===== config.mk =====
export PLATFORM = sky130hd
export DESIGN_NAME = pci_cfg_target
export DESIGN_NICKNAME = d
export VERILOG_FILES = /design/src/rtl/pci_cfg_target.sv
export SDC_FILE = /design/constraint.sdc
export NUM_CORES = 1
export LEC_CHECK = 0
export ABC_AREA = 1
export CORE_MARGIN = 2
export CORE_UTILIZATION = 66
export CTS_BUF_LIST = sky130_fd_sc_hd__clkbuf_4 sky130_fd_sc_hd__clkbuf_8
export DETAILED_ROUTE_END_ITERATION = 7
export DONT_BUFFER_PORTS = 1
export GPL_TIMING_DRIVEN = 1
export PLACE_DENSITY = 0.84
export SLEW_MARGIN = 25
export SYNTH_ARGS = -nofsm -noshare
export SYNTH_HDL_FRONTEND = slang
export SYNTH_SLANG_ARGS = --single-unit

===== constraint.sdc =====
create_clock -name clk -period 1.8 [get_ports clk]
set_input_delay 0.45 -clock clk [delete_from_list [all_inputs] [get_ports clk]]
set_output_delay 0.45 -clock clk [all_outputs]
set_load 0.1 [all_outputs]

===== src/rtl/pci_cfg_target.sv =====
// PCI Type 0 configuration target: claims config cycles with fast DEVSEL#,
// sequences TRDY#/STOP#, generates read parity and turns partial writes into RMW.
module pci_cfg_target #(
    parameter logic [3:0] CMD_CFG_READ  = 4'hA,
    parameter logic [3:0] CMD_CFG_WRITE = 4'hB,
    parameter logic [2:0] FUNC_NUM      = 3'd0
) (
    input  logic        clk,
    input  logic        rst,
    input  logic        frame_n,
    input  logic        irdy_n,
    input  logic        idsel,
    input  logic [3:0]  cbe_n_in,
    input  logic [31:0] ad_in,
    output logic [31:0] ad_out,
    output logic        ad_oe,
    output logic        trdy_n,
    output logic        devsel_n,
    output logic        stop_n,
    output logic        ctrl_oe,
    output logic        par_out,
    output logic        par_oe,
    output logic        cfg_enable,
    output logic        cfg_iswrite,
    output logic [5:0]  cfg_offset,
    output logic [31:0] cfg_write_val,
    input  logic [31:0] cfg_read_val,
    output logic        busy
);

    typedef enum logic [3:0] {
        IDLE      = 4'd0,
        RD_REQ    = 4'd1,
        RD_WAIT   = 4'd2,
        RD_XFER   = 4'd3,
        WR_WAIT   = 4'd4,
        WR_READ   = 4'd5,
        WR_MERGE  = 4'd6,
        WR_COMMIT = 4'd7,
        WR_ACK    = 4'd8,
        TURN      = 4'd9
    } state_t;

    state_t      state_r;
    state_t      state_nxt_s;
    logic        bus_idle_r;
    logic [31:0] wr_data_r;
    logic [3:0]  wr_be_r;
    logic        accept_s;
    logic        claim_nxt_s;
    logic        xfer_nxt_s;
    logic        strobe_nxt_s;
    logic        enter_xfer_s;

    function automatic logic read_parity(input logic [31:0] data, input logic [3:0] be_n);
        return ^{data, be_n};
    endfunction

    // Disabled byte lanes (C/BE# high) keep the current register contents.
    function automatic logic [31:0] merge_bytes(input logic [31:0] cur, input logic [31:0] upd,
                                                input logic [3:0] be_n);
        logic [31:0] m;
        for (int i = 0; i < 4; i++) begin
            m[8*i +: 8] = be_n[i] ? cur[8*i +: 8] : upd[8*i +: 8];
        end
        return m;
    endfunction

    assign accept_s = (state_r == IDLE) && bus_idle_r && !frame_n && idsel &&
                      (ad_in[1:0] == 2'b00) && (ad_in[10:8] == FUNC_NUM) &&
                      ((cbe_n_in == CMD_CFG_READ) || (cbe_n_in == CMD_CFG_WRITE));

    assign claim_nxt_s  = (state_nxt_s != IDLE) && (state_nxt_s != TURN);
    assign xfer_nxt_s   = (state_nxt_s == RD_XFER) || (state_nxt_s == WR_ACK);
    assign strobe_nxt_s = (state_nxt_s == RD_REQ) || (state_nxt_s == WR_READ) ||
                          (state_nxt_s == WR_COMMIT);
    assign enter_xfer_s = xfer_nxt_s && (state_nxt_s != state_r);

    // Next-state decode for the transaction sequencer.
    always_comb begin
        state_nxt_s = state_r;
        case (state_r)
            IDLE: begin
                if (accept_s) begin
                    state_nxt_s = (cbe_n_in == CMD_CFG_READ) ? RD_REQ : WR_WAIT;
                end else begin
                    state_nxt_s = IDLE;
                end
            end
            RD_REQ:  state_nxt_s = RD_WAIT;
            RD_WAIT: state_nxt_s = RD_XFER;
            RD_XFER: begin
                if (!irdy_n) begin
                    state_nxt_s = TURN;
                end else begin
                    state_nxt_s = RD_XFER;
                end
            end
            WR_WAIT: begin
                if (irdy_n) begin
                    state_nxt_s = WR_WAIT;
                end else if (cbe_n_in == 4'b1111) begin
                    state_nxt_s = WR_ACK;
                end else if (cbe_n_in == 4'b0000) begin
                    state_nxt_s = WR_COMMIT;
                end else begin
                    state_nxt_s = WR_READ;
                end
            end
            WR_READ:   state_nxt_s = WR_MERGE;
            WR_MERGE:  state_nxt_s = WR_COMMIT;
            WR_COMMIT: state_nxt_s = WR_ACK;
            WR_ACK: begin
                if (!irdy_n) begin
                    state_nxt_s = TURN;
                end else begin
                    state_nxt_s = WR_ACK;
                end
            end
            TURN:    state_nxt_s = IDLE;
            default: state_nxt_s = IDLE;
        endcase
    end

    // State register and bus/port controls, registered from the next state.
    always_ff @(posedge clk or negedge rst) begin
        if (!rst) begin
            state_r     <= IDLE;
            bus_idle_r  <= 1'b0;
            devsel_n    <= 1'b1;
            trdy_n      <= 1'b1;
            stop_n      <= 1'b1;
            ctrl_oe     <= 1'b0;
            ad_oe       <= 1'b0;
            par_oe      <= 1'b0;
            cfg_enable  <= 1'b0;
            cfg_iswrite <= 1'b0;
            busy        <= 1'b0;
        end else begin
            state_r     <= state_nxt_s;
            bus_idle_r  <= frame_n & irdy_n;
            devsel_n    <= ~claim_nxt_s;
            trdy_n      <= ~xfer_nxt_s;
            ctrl_oe     <= claim_nxt_s | (state_nxt_s == TURN);
            ad_oe       <= (state_nxt_s == RD_XFER);
            par_oe      <= (state_nxt_s == TURN) && (state_r == RD_XFER);
            cfg_enable  <= strobe_nxt_s;
            cfg_iswrite <= (state_nxt_s == WR_COMMIT);
            busy        <= (state_nxt_s != IDLE);
            // STOP# reflects FRAME# only at entry to the data-transfer state, then holds.
            if (enter_xfer_s) begin
                stop_n <= frame_n;
            end else if (!xfer_nxt_s) begin
                stop_n <= 1'b1;
            end else begin
                stop_n <= stop_n;
            end
        end
    end

    // Address/data path: offset latch, read data, parity, write capture and merge.
    always_ff @(posedge clk or negedge rst) begin
        if (!rst) begin
            cfg_offset    <= 6'd0;
            ad_out        <= 32'h0000_0000;
            par_out       <= 1'b0;
            wr_data_r     <= 32'h0000_0000;
            wr_be_r       <= 4'b0000;
            cfg_write_val <= 32'h0000_0000;
        end else begin
            if (accept_s) begin
                cfg_offset <= ad_in[7:2];
            end
            if (state_r == RD_WAIT) begin
                ad_out <= cfg_read_val;
            end
            if ((state_r == RD_XFER) && !irdy_n) begin
                par_out <= read_parity(ad_out, cbe_n_in);
            end
            if ((state_r == WR_WAIT) && !irdy_n) begin
                wr_data_r <= ad_in;
                wr_be_r   <= cbe_n_in;
                if (cbe_n_in == 4'b0000) begin
                    cfg_write_val <= ad_in;
                end
            end
            if (state_r == WR_MERGE) begin
                cfg_write_val <= merge_bytes(cfg_read_val, wr_data_r, wr_be_r);
            end
        end
    end

endmodule


# Word-level counts from Yosys, hierarchy flattened
# Cells that the tools add are included.
# W data, S select, Z words.
# totals
ff_bits	121
input_bits	73
out_inout_bits	80
wordCells	84
# op_classes
n_eq_ne	20
mux	17
n_bitwise	4
reduce_logical	26
# ops
op	count
$mux W32	3
$pmux W4 S9	1
$reduce_xor A36 Y1	1
$mux W8	4
$eq A4 B3 Y1 const B	6
$eq A4 B4 Y1 const B	6
$eq A4 B2 Y1 const B	3
$mux W4	3
$logic_and A1 B1 Y1	11
$eq A4 B1 Y1 const B	2
$logic_not A4 Y1	2
$mux W3	2
$logic_or A1 B1 Y1	4
$ne A4 B4 Y1	1
$ne A4 B4 Y1 const B	1
$reduce_bool A2 Y1	2
$reduce_bool A4 Y1	1
$logic_not A3 Y1	1
$mux W1	3
$logic_not A1 Y1	2
$logic_not A2 Y1	1
$mux W2	1
$ne A2 B1 Y1 const B	1
$not A1 Y1	2
other kinds (3)	3

# Depth between registers and ports, before layout
# Gate-level depths: netlist of run 1.
# depth
ltp_word	13
ltp_mapped	15
depth_no_buf	15

# Worst setup path before layout of run 1
# No wires, ideal clock.
# synth_timing
path_type	register to register
from	register ad_out[6]
to	register par_out
setup_time_ns	0.120
arrival_ns	1.803
required_ns	1.680
slack_ns	-0.123
stages_incl_launch_ff	14
n_path_buf	0
period_less_slack_ns	1.923
cell_sequence	dfrtp_1 inv_1 nand2_1 nand2_1 nand2_1 nand2_1 nand2_1 nand2_1 nand2_1 nand3_1 nand3_1 nand2_1 nand2_1 nand2_1
# synth_via
elab_chain_cells	1
# synth_rtl
element	line_no	source
start: declaration	15	output logic [31:0] ad_out,
start signal: assignment	175	ad_out <= cfg_read_val;
$reduce_xor A36 Y1	56	return ^{data, be_n};
end signal: assignment	178	par_out <= read_parity(ad_out, cbe_n_in);
end: declaration	21	output logic par_out,
# No other way between the ends.
# A chain may end at the register's enable or synchronous reset.

# Final worst setup path of run 1
# layout_timing
from	register state_r[0]
to	register cfg_write_val[8]
# layout_via
elab_chain_cells	4
word_cells_on_any_way	7
classes_between	eq/ne: 2; mux: 1; reduce/logical: 4
# layout_rtl
element	line_no	source
start: declaration	44	state_t state_r;
start signal: assignment	140	state_r <= state_nxt_s;
$eq A4 B3 Y1	180	if ((state_r == WR_WAIT) && !irdy_n) begin
$logic_and A1 B1 Y1	180	
$reduce_bool A2 Y1 (no source line)	-	
$reduce_and A2 Y1 (no source line)	-	
end signal: assignment	184	cfg_write_val <= ad_in;
end signal: assignment	188	cfg_write_val <= merge_bytes(cfg_read_val, wr_data_r, wr_be_r);
end: declaration	26	output logic [31:0] cfg_write_val,
# Several ways; a longest one is shown, not always the timed one.

==> results.json, run 1 <==
{
  "synth_top_area_cell": "dfrtp_1",
  "clock-root-buffer": "clkbuf_8",
  "m1WireLength_mm": 6.50,
  "synthCells": 795,
  "cp-start-kind": "flip-flop",
  "worstPathCellList": "nor2_4 > inv_2 > nor2_4 > nand2_4 > o21ai_4 > buf_6 > buf_12 > nor2_1 > a31oi_1",
  "setup_violations": 3,
  "leakagePower_nw": 3.98,
  "avgSynthCellArea_sq_um": 7.70,
  "die-height_um": 100,
  "grt_pass1_wl_mm": 26.2,
  "max-slew-margin-rel_pct": 59.6,
  "synth-seq-cells": 121,
  "stdcell_area_sq_um": 7490,
  "antenna_found_initial": 0,
  "power_density_nw_per_um2": 1870,
  "dr.pass1.iters": 6,
  "clkPwrFrac_pct": 18.9,
  "syn_nets": 874,
  "p_switching_mw": 7.37,
  "critPathSlowestCell": "dfrtp_2",
  "syn-cell-area_sq_um": 6120,
  "hp-class": "in -> async",
  "h-tree-depth": 4,
  "fp.dieW_um": 100,
  "grt_pass1_vias": 5640,
  "cap_violations": 0,
  "ys_seq_area_share_pct": 49.5,
  "place_hpwl_mm": 11.4,
  "pre_cts_ws_ps": -161,
  "dr_wl_met2_mm": 8.60,
  "path_class": "reg -> reg",
  "coreArea_sq_um": 9110,
  "grt_use_total_pct": 33.1,
  "io_buffers": 0,
  "clk_pin_slew_ps": 70,
  "dp.cells": 958,
  "avgRoutedWirePerCell_um": 17.2,
  "grt_max_degree": 122,
  "fin_hold_ws_ps": -276,
  "diodes": 0,
  "drive_above_1_share_pct": 21.6,
  "end_kind": "flip-flop",
  "final_max_slew_viol_count": 0,
  "synthDistinctLibCells": 32,
  "sequentialPowerShare_pct": 28.3,
  "status": "complete, but fails checks",
  "final_nets": 958,
  "synthTopCellsByArea": "dfrtp_1 (48%), nand2_1 (19%), inv_1 (4.7%)",
  "numCtsBuffers": 17,
  "finalPower_mw": 14.0,
  "fin_crit_ps": 1840,
  "ir_drop_mv": 1.24,
  "grt_overflow_total": 0,
  "vias": 5881,
  "final-hold-violation-count": 121,
  "placed_cell_area_sq_um": 6840,
  "drc": 0,
  "fin_cells": 1003,
  "regToRegStartpoint": "state_r[0]$_DFF_PN0_",
  "ys_warn_count": 0,
  "cts_sinks": 121,
  "fmax_mhz": 543,
  "wirelength_mm": 17.2,
  "fin_ws_ps": -40.6,
  "cp_max_fo": 8,
  "cp_common_cell": "nor2_4",
  "clockBufferDepth": 2,
  "drt_iter0_drc": 481,
  "cts_tree": "done",
  "gp_congestion": 0.894,
  "required_ps": 2110,
  "startpoint": "state_r[0]$_DFF_PN0_",
  "finClkSkew_ps": 15.4,
  "slowest_delay_ps": 440,
  "synth_top_area_share_pct": 48.2,
  "routed-wl-met3_mm": 1.72,
  "post-route-period-util_pct": 102,
  "syn_to_final_growth_pct": 22.4,
  "clock_latency_ps": 420,
  "crit_arrival_ps": 2150,
  "p_int_mw": 6.66,
  "drtAntennaViolNets": 0,
  "combPwrFrac_pct": 52.8,
  "die_area_sq_um": 10100,
  "p_sw_share_pct": 52.5,
  "start_util_pct": 67.2,
  "violations": "hold timing, setup timing",
  "num_io_pins": 153,
  "tightest_slew_ps": 607,
  "highest_layer": "met4",
  "num_rows": 35,
  "via_per_inst": 5.86
}
power by group through the flow:
stage / clock (mW) / combinational, mW / sequential, mW
6_report: 2.65 / 7.41 / 3.97
5_1_grt: 2.78 / 7.95 / 4.03
4_1_cts: 2.68 / 7.20 / 3.95
3_5_place_dp: 0 / 7.19 / 3.99
3_3_place_gp: 0 / 6.93 / 3.95
2_1_floorplan: 0 / 2.76 / 6.87
cell usage in the layout (no fill, tap or decap), types with 2 or more instances in the layout:
cell type	synthesis	final
nand2_1	310	305
buf_4	3	92
dfrtp_1	118	87
inv_1	77	77
o21ai_0	55	55
nor2_1	46	40
nand3_1	37	37
o211ai_1	32	32
a31oi_1	32	32
dfrtp_2	0	31
clkbuf_8	0	18
xnor2_1	10	10
nor2_2	1	7
nand2_2	1	6
xor2_1	6	6
ha_1	6	6
inv_2	4	4
nand3b_1	4	4
clkinv_2	0	4
bufinv_16	0	4
clkbuf_16	0	4
clkinv_4	0	3
dfstp_2	3	3
buf_12	0	3
nor3_2	1	2
nor2_4	2	2
nand4_1	2	2
nand2_4	2	2
clkbuf_4	0	2
buf_6	0	2
metrics by stage:
stage	hold slack [ps]	util (%)	TNS (ps)
after global routing	-315	82.2	-1330
final	-276	82.2	-69.8
after detailed placement	157	75.1	-161
after CTS	-298	79.9	0
after floorplan	154	-	0
after global placement	157	75.1	-12.8
sequential cells by signal, summed over array words and instances (netlist names):
| register | flops |
|---|---|
| state_r | 4 |
| ad_out | 32 |
| stop_n | 1 |
| cfg_enable | 1 |
| trdy_n | 1 |
| par_oe | 1 |
| bus_idle_r | 1 |
| cfg_offset | 6 |
| cfg_iswrite | 1 |
| wr_be_r | 4 |
| devsel_n | 1 |
| ctrl_oe | 1 |
| cfg_write_val | 32 |
| busy | 1 |
| ad_oe | 1 |
| par_out | 1 |
| wr_data_r | 32 |
repair_timing:
item	CTS	global route
endpoints found under the hold margin	121	121
endpoints found under the setup margin	0	42
buffers inserted	0	9
gates resized for setup	0	17
synthesized netlist by cell type:
master    number
a21oi_1        1
a31oi_1       32
and2_1         1
buf_1          4
buf_2          6
buf_4          3
clkbuf_1      23
clkinv_1       1
dfrtp_1      118
dfstp_2        3
ha_1           6
inv_1         77
inv_2          4
mux2_2         1
nand2_1      310
nand2_2        1
nand2_4        2
nand3_1       37
nand3b_1       4
nand4_1        2
nor2_1        46
nor2_2         1
nor2_4         2
nor3_1         2
nor3_2         1
o211ai_1      32
o21ai_0       55
o21ai_1        2
o21ai_4        1
o22ai_1        1
xnor2_1       10
xor2_1         6
path summary, 6_finish.rpt:
| kind | to | slack, ps | depth (start not counted) |
|---|---|---|---|
| max in group asynchronous | stop_n$_DFFE_PN1P_ | 1790 | 0 |
| hold reg to reg | wr_data_r[29]$_DFFE_PN0P_ | 480 | 2 |
| min in group clk | bus_idle_r$_DFF_PN0_ | 140 | 2 |
| hold / removal | ad_out[4]$_DFFE_PN0P_ | -280 | 0 |
| setup / recovery | cfg_write_val[8]$_DFFE_PN0P_ | -40 | 9 |
| setup reg to reg | cfg_write_val[8]$_DFFE_PN0P_ | -40 | 9 |
cell type report:
| cell class | count | area (sq um) |
|---|---|---|
| multi-input combinational | 556 | 2660 |
| inverter | 82 | 308 |
| clock inverter | 12 | 174 |
| tap | 111 | 139 |
| fill | 557 | 1620 |
| sequential | 121 | 3070 |
| clock buffer | 20 | 263 |
| timing repair buffer | 101 | 873 |
cell families (layout without fill, tap and decap cells):
logic type / Yosys count / in the layout / synth area share [%]
AO/OA/AOI/OAI: 124 / 124 / 12.3
XOR/XNOR: 16 / 16 / 2.29
adder cells (fa/ha/maj): 6 / 6 / 1.23
buffers and inverters: 118 / 215 / 7.54
flip-flops: 121 / 121 / 49.5
multiplexers: 1 / 1 / 0.184
AND/OR/NAND/NOR: 409 / 409 / 26.9
metal layers:
metal	track usage [%]	vias up
met5	0	-
met4	13.0	0
met3	9.26	44
met1	41.4	2792
met2	54.9	332
li1	-	2713
worst max-delay path: cells and delay by family, from the launching register on:
kind            cells  cell delay (ps)
simple gates        4              490
compound gates      2              430
buf+inv             3              380
flops               1              440
Power figures use the tool's default switching activity.
==> inputs of run 2 (changes only) <==
- CORE_UTILIZATION: 66 -> 60
- PLACE_DENSITY: 0.84 -> 0.81
- clock period: 1.8 -> 1.5 ns (I/O delays scaled with it)
==> run 2 against run 1 <==
Effect of this change: sequential power increased by 24%; largest cell class unchanged; total power grew 42%; sequential share of layout area down 5.1 points; the flow still finishes with violations (hold timing, setup timing); non-clock buffer count rose by 38; maximum frequency is 0.58% higher; via count is 7.6% higher; critical path depth up 3; flip-flop and latch count unchanged; highest routed layer unchanged.
==> results.json, run 2 (synthesized netlist as in run 1, its figures left out) <==
{
  "clock_latency_ps": 460,
  "diodes": 0,
  "r2r_end": "stop_n$_DFFE_PN1P_",
  "leakagePower_nw": 4.41,
  "fin_cells": 1063,
  "gp_congestion": 0.971,
  "cap_violations": 0,
  "antenna_found_initial": 0,
  "num_io_pins": 153,
  "hp-class": "in -> async",
  "num_rows": 36,
  "vias": 6326,
  "cp_max_fo": 5,
  "io_buffers": 0,
  "ff2ff_path_depth": 12,
  "clock-root-buffer": "clkbuf_8",
  "grt_pass1_vias": 6144,
  "place_hpwl_mm": 11.6,
  "rsz0062_at_grt": "yes",
  "h-tree-depth": 4,
  "cts_tree": "done",
  "grt_use_total_pct": 35.5,
  "multi_input_area_sq_um": 2990,
  "max-slew-margin-rel_pct": 58.8,
  "clk_pin_slew_ps": 80,
  "via_per_inst": 5.95,
  "grt_max_degree": 122,
  "die_area_sq_um": 11000,
  "required_ps": 1890,
  "post-route-period-util_pct": 122,
  "rrSetupSlack_ps": -330,
  "die-height_um": 105,
  "coreArea_sq_um": 9820,
  "dr.pass1.iters": 7,
  "fin_crit_ps": 1830,
  "power_density_nw_per_um2": 2280,
  "mostFrequentLayoutCell": "nand2_1",
  "grt_overflow_total": 0,
  "finClkSkew_ps": 8.98,
  "avgRoutedWirePerCell_um": 19.6,
  "syn_to_final_growth_pct": 42.3,
  "status": "complete, but fails checks",
  "drtAntennaViolNets": 0,
  "violations": "hold timing, setup timing",
  "end_kind": "flip-flop",
  "regToRegStartpoint": "state_r[0]$_DFF_PN0_",
  "fin_ws_ps": -330,
  "final_nets": 996,
  "cp-start-kind": "flip-flop",
  "drt_iter0_drc": 759,
  "fp.dieW_um": 105,
  "grt_pass1_wl_mm": 30.5,
  "crit_end": "stop_n$_DFFE_PN1P_",
  "fin_hold_ws_ps": -395,
  "start_util_pct": 62.3,
  "path_class": "reg -> reg",
  "numCtsBuffers": 17,
  "cts_sinks": 121,
  "ir_drop_mv": 1.77,
  "crit_arrival_ps": 2220,
  "fill_cells": 477,
  "tightest_slew_ps": 619,
  "drive_above_1_share_pct": 32.6,
  "fmax_mhz": 546,
  "dp.cells": 1004,
  "startpoint": "state_r[0]$_DFF_PN0_",
  "final_max_slew_viol_count": 0,
  "reg_top3": "ad_out (32), cfg_write_val (32), wr_data_r (32)",
  "wirelength_mm": 20.8,
  "final-hold-violation-count": 121,
  "final_cell_mix": "nand2_1 (276), dfrtp_1 (84), inv_1 (68)",
  "setup_violations": 100,
  "drc": 0,
  "finalPower_mw": 19.9,
  "clockBufferDepth": 2,
  "seqCellArea_sq_um": 3130
}
[run 2: final cells by class]
class / count / area share, %
Clock inverter: 12 / 1.72
Multi-Input combinational cell: 556 / 34.3
Timing Repair Buffer: 139 / 19.5
Tap cell: 133 / 1.91
Clock buffer: 20 / 3.09
Inverter: 82 / 3.59
Sequential cell: 121 / 35.9
[run 2: worst min-delay path by stage]
stage / depth (start not counted) / to / start / slack [ps]
3_5_place_dp: 0 / ad_out[11]$_DFFE_PN0P_ / rst / 80
3_3_place_gp: 0 / ad_out[11]$_DFFE_PN0P_ / rst / 80
2_1_floorplan: 0 / ad_oe$_DFF_PN0_ / rst / 80
5_1_grt: 0 / cfg_write_val[2]$_DFFE_PN0P_ / rst / -420
4_1_cts: 0 / wr_data_r[4]$_DFFE_PN0P_ / rst / -400
6_report: 0 / cfg_write_val[12]$_DFFE_PN0P_ / rst / -390
[run 2: report_power, final]
group	internal [mW]	leakage [nW]	total, mW	switching (mW)
Clock	1.74	0.208	3.11	1.37
Sequential	4.09	1.57	4.91	0.827
Combinational	3.94	2.64	11.9	7.93
Total	9.77	4.41	19.9	10.1
[run 2: stage by stage]
step | util (%) | setup TNS [ps] | setup slack, ps | cell area, sq um
2_1_floorplan | - | -1220 | -67.7 | 6240
3_3_place_gp | 73.4 | -3530 | -149 | 7200
3_5_place_dp | 73.4 | -6060 | -236 | 7200
5_1_grt | 88.7 | -17830 | -427 | 8710
4_1_cts | 84.8 | -5360 | -148 | 8320
6_report | 88.7 | -13430 | -330 | 8710
[run 2: per-layer routing]
metal	up-vias	global-route usage, %	share of wire [%]
met5	-	0	0
met3	98	9.86	9.9
li1	2788	-	-
met4	0	18.7	4.3
met1	3003	41.5	35
met2	437	59.7	51
[run 2: worst max-delay path, cell delays in order, from the launching register on]
cell     delay, ps
dfrtp_2        460
nand2_2        120
inv_1           90
nand3_1        140
inv_1          110
nor2_2         180
nand2_2        130
nand2_1         90
nand2_1         70
nor2_2         130
nand3_1         90
nand2_1         70
nand3_1         60
[run 2: what timing repair did]
| action | 4_1_cts | 5_1_grt |
|---|---|---|
| pin swaps | 17 | 15 |
| endpoints found under the hold margin | 121 | 121 |
| cloned | 3 | 3 |
| endpoints found under the setup margin | 84 | 125 |
| setup buffers | 14 | 10 |
| gates resized for setup | 129 | 90 |
==> inputs of run 3 (changes only) <==
- ABC_AREA: 1 -> unset
- CORE_UTILIZATION: 60 -> 59
- PLACE_DENSITY: 0.81 -> 0.8
==> run 3 against run 2 <==
Effect of this change: the run still ends with hold timing, setup timing left; first-iteration DRC count fell by 50%; clock-buffer cell count fell by 3; clock power fell by 14%.
==> results.json, run 3 <==
{
  "ff2ff_path_depth": 7,
  "coreArea_sq_um": 9280,
  "cp_max_fo": 4,
  "cp_top_family": "simple AND/OR/NAND/NOR gates",
  "mostFrequentLayoutCell": "nand2_1",
  "fin_crit_ps": 2060,
  "syn_to_final_growth_pct": 45.8,
  "cp_num_buf_inv": 1,
  "grt_max_degree": 122,
  "synth-seq-cells": 121,
  "wirelength_mm": 20.4,
  "syn-cell-area_sq_um": 5660,
  "diodes": 0,
  "path_class": "reg -> reg",
  "synth_most_common_cell": "nand2_1",
  "ys_seq_area_share_pct": 53.5,
  "synth-main-ff-cell": "dfrtp_1",
  "drt_iter0_drc": 378,
  "drtAntennaViolNets": 0,
  "required_ps": 1810,
  "fin_ws_ps": -562,
  "num_rows": 35,
  "max-slew-margin-rel_pct": 57.4,
  "final-hold-violation-count": 121,
  "die_area_sq_um": 10400,
  "cap_violations": 0,
  "synthArstFlopShare_pct": 100,
  "post-route-period-util_pct": 137,
  "end_kind": "flip-flop",
  "syn_nets": 644,
  "cp-start-kind": "flip-flop",
  "clkPwrFrac_pct": 13.2,
  "dp.cells": 790,
  "io_buffers": 0,
  "final_max_slew_viol_count": 0,
  "tightest_slew_ps": 633,
  "synth_edf_count": 0,
  "leakagePower_nw": 3.83,
  "h-tree-depth": 4,
  "p_switching_mw": 9.81,
  "cp_common_cell": "nor2_1",
  "avgSynthCellArea_sq_um": 10.0,
  "die-height_um": 102,
  "grt_pass1_vias": 5249,
  "place_hpwl_mm": 10.2,
  "status": "complete, but fails checks",
  "synthTopCellsByArea": "dfrtp_1 (52%), nand2_1 (11%), mux2_2 (6.8%)",
  "start_util_pct": 61.0,
  "cts_sinks": 121,
  "gp_congestion": 0.908,
  "final_cell_mix": "nand2_1 (123), dfrtp_1 (87), buf_4 (83)",
  "avgRoutedWirePerCell_um": 24.2,
  "fill_cells": 400,
  "via_per_inst": 6.22,
  "clock_latency_ps": 440,
  "synthCells": 565,
  "violations": "hold timing, setup timing",
  "sequentialPowerShare_pct": 23.1,
  "fmax_mhz": 485,
  "grt_overflow_total": 0,
  "grt_pass1_wl_mm": 27.0,
  "ys_warn_count": 0,
  "drive_above_1_share_pct": 48.6,
  "dr.pass1.iters": 6,
  "finClkSkew_ps": 18.0,
  "rsz0062_at_grt": "yes",
  "synthDistinctLibCells": 44,
  "p_int_mw": 10.3,
  "fp.dieW_um": 102,
  "setup_violations": 126,
  "clock-root-buffer": "clkbuf_8",
  "final_nets": 780,
  "grt_use_total_pct": 34.4,
  "reg_top3": "ad_out (32), cfg_write_val (32), wr_data_r (32)",
  "netlist_top_cells_count": "nand2_1 (170), dfrtp_1 (118), o21ai_0 (70), mux2_2 (34), mux2i_1 (33)",
  "worstPathCellList": "or3_4 > or3_1 > o211ai_1 > buf_4 > nor2_1 > a21oi_1 > nor2_1",
  "slowest_delay_ps": 460,
  "vias": 5240,
  "numCtsBuffers": 17,
  "crit_arrival_ps": 2370,
  "synth_top_area_cell": "dfrtp_1",
  "combPwrFrac_pct": 63.6,
  "p_sw_share_pct": 48.7,
  "clockBufferDepth": 2,
  "ir_drop_mv": 1.91,
  "critPathSlowestCell": "dfrtp_2",
  "clk_pin_slew_ps": 80,
  "worst-path-stages": 7,
  "num_io_pins": 153,
  "fin_cells": 843,
  "antenna_found_initial": 0,
  "drc": 0,
  "synth_top_area_share_pct": 52.2,
  "hp-class": "in -> async",
  "cts_tree": "done",
  "final_util_pct": 88.9,
  "fin_hold_ws_ps": -380,
  "power_density_nw_per_um2": 2440
}
run 3: cell count changes in the layout (fill, tap and decap cells not counted), sizes merged, moves of 12 or more:
cell,previous run,this run
a31oi,32,1
nand3,37,1
o21ai,58,70
mux2i,0,33
nor2,49,11
inv,82,14
xnor2,10,28
mux2,1,38
o211ai,32,4
nand2,313,170
run 3: logic make-up (layout without fill, tap and decap cells):
family,after synthesis,after routing,share of synthesized area [%]
multiplexers,71,71,13.4
AO/OA/AOI/OAI,92,92,8.97
adder cells (fa/ha/maj),6,6,1.33
AND/OR/NAND/NOR,202,202,14.6
flip-flops,121,121,53.5
buffers and inverters,41,190,2.98
XOR/XNOR,32,32,5.19
run 3: final cells by class:
type | instances | area, sq um | area share, %
Clock inverter | 15 | 118 | 1.42
Multi-Input combinational cell | 403 | 3060 | 37.0
Inverter | 9 | 46.3 | 0.561
Timing Repair Buffer | 149 | 1560 | 18.9
Sequential cell | 121 | 3080 | 37.3
Clock buffer | 17 | 234 | 2.83
Tap cell | 129 | 161 | 1.96
run 3: stage by stage:
| step | TNS [ps] | instance area, sq um | hold WS (ps) | setup slack [ps] | power (mW) |
|---|---|---|---|---|---|
| 2_1_floorplan | -8300 | 5840 | 79.4 | -388 | 12.3 |
| 3_3_place_gp | -16600 | 6870 | 82.7 | -477 | 14.6 |
| 3_5_place_dp | -20210 | 6870 | 82.2 | -556 | 14.8 |
| 4_1_cts | -20580 | 7720 | -391 | -381 | 18.6 |
| 5_1_grt | -39370 | 8250 | -406 | -597 | 20.7 |
| 6_report | -35040 | 8250 | -380 | -562 | 20.2 |
run 3: worst paths after layout:
check	from	end	slack, ps
setup / recovery	state_r[0]$_DFF_PN0_	cfg_enable$_DFF_PN0_	-560
hold / removal	rst	cfg_write_val[16]$_DFFE_PN0P_	-380
setup reg to reg	state_r[0]$_DFF_PN0_	cfg_enable$_DFF_PN0_	-560
hold reg to reg	wr_data_r[4]$_DFFE_PN0P_	wr_data_r[4]$_DFFE_PN0P_	490
max in group asynchronous	rst	devsel_n$_DFF_PN1_	1640
min in group clk	ad_in[7]	wr_data_r[7]$_DFFE_PN0P_	40
run 3: metal layers:
| layer | vias to the layer above | global-route usage, % | wire length (um) |
|---|---|---|---|
| met2 | 371 | 58.4 | 10200 |
| met4 | 0 | 16.9 | 1070 |
| met5 | - | 0 | 0 |
| li1 | 2160 | - | - |
| met1 | 2597 | 40.2 | 6980 |
| met3 | 112 | 9.78 | 2120 |
run 3: what timing repair did:
action / 4_1_cts / 5_1_grt
resized for setup: 60 / 159
hold endpoints to repair: 121 / 121
setup buffers: 17 / 5
endpoints found under the setup margin: 130 / 138
cloned: 6 / 2
pin swaps: 14 / 48
run 3: power groups by stage:
stage               clock network (mW)  logic, mW  registers [mW]
detailed placement                   0       10.3            4.52
global route                      2.82       13.2            4.71
global placement                     0       10.1            4.48
finish                            2.66       12.8            4.66
floorplan                            0       3.84            8.50
CTS                               2.64       11.4            4.50
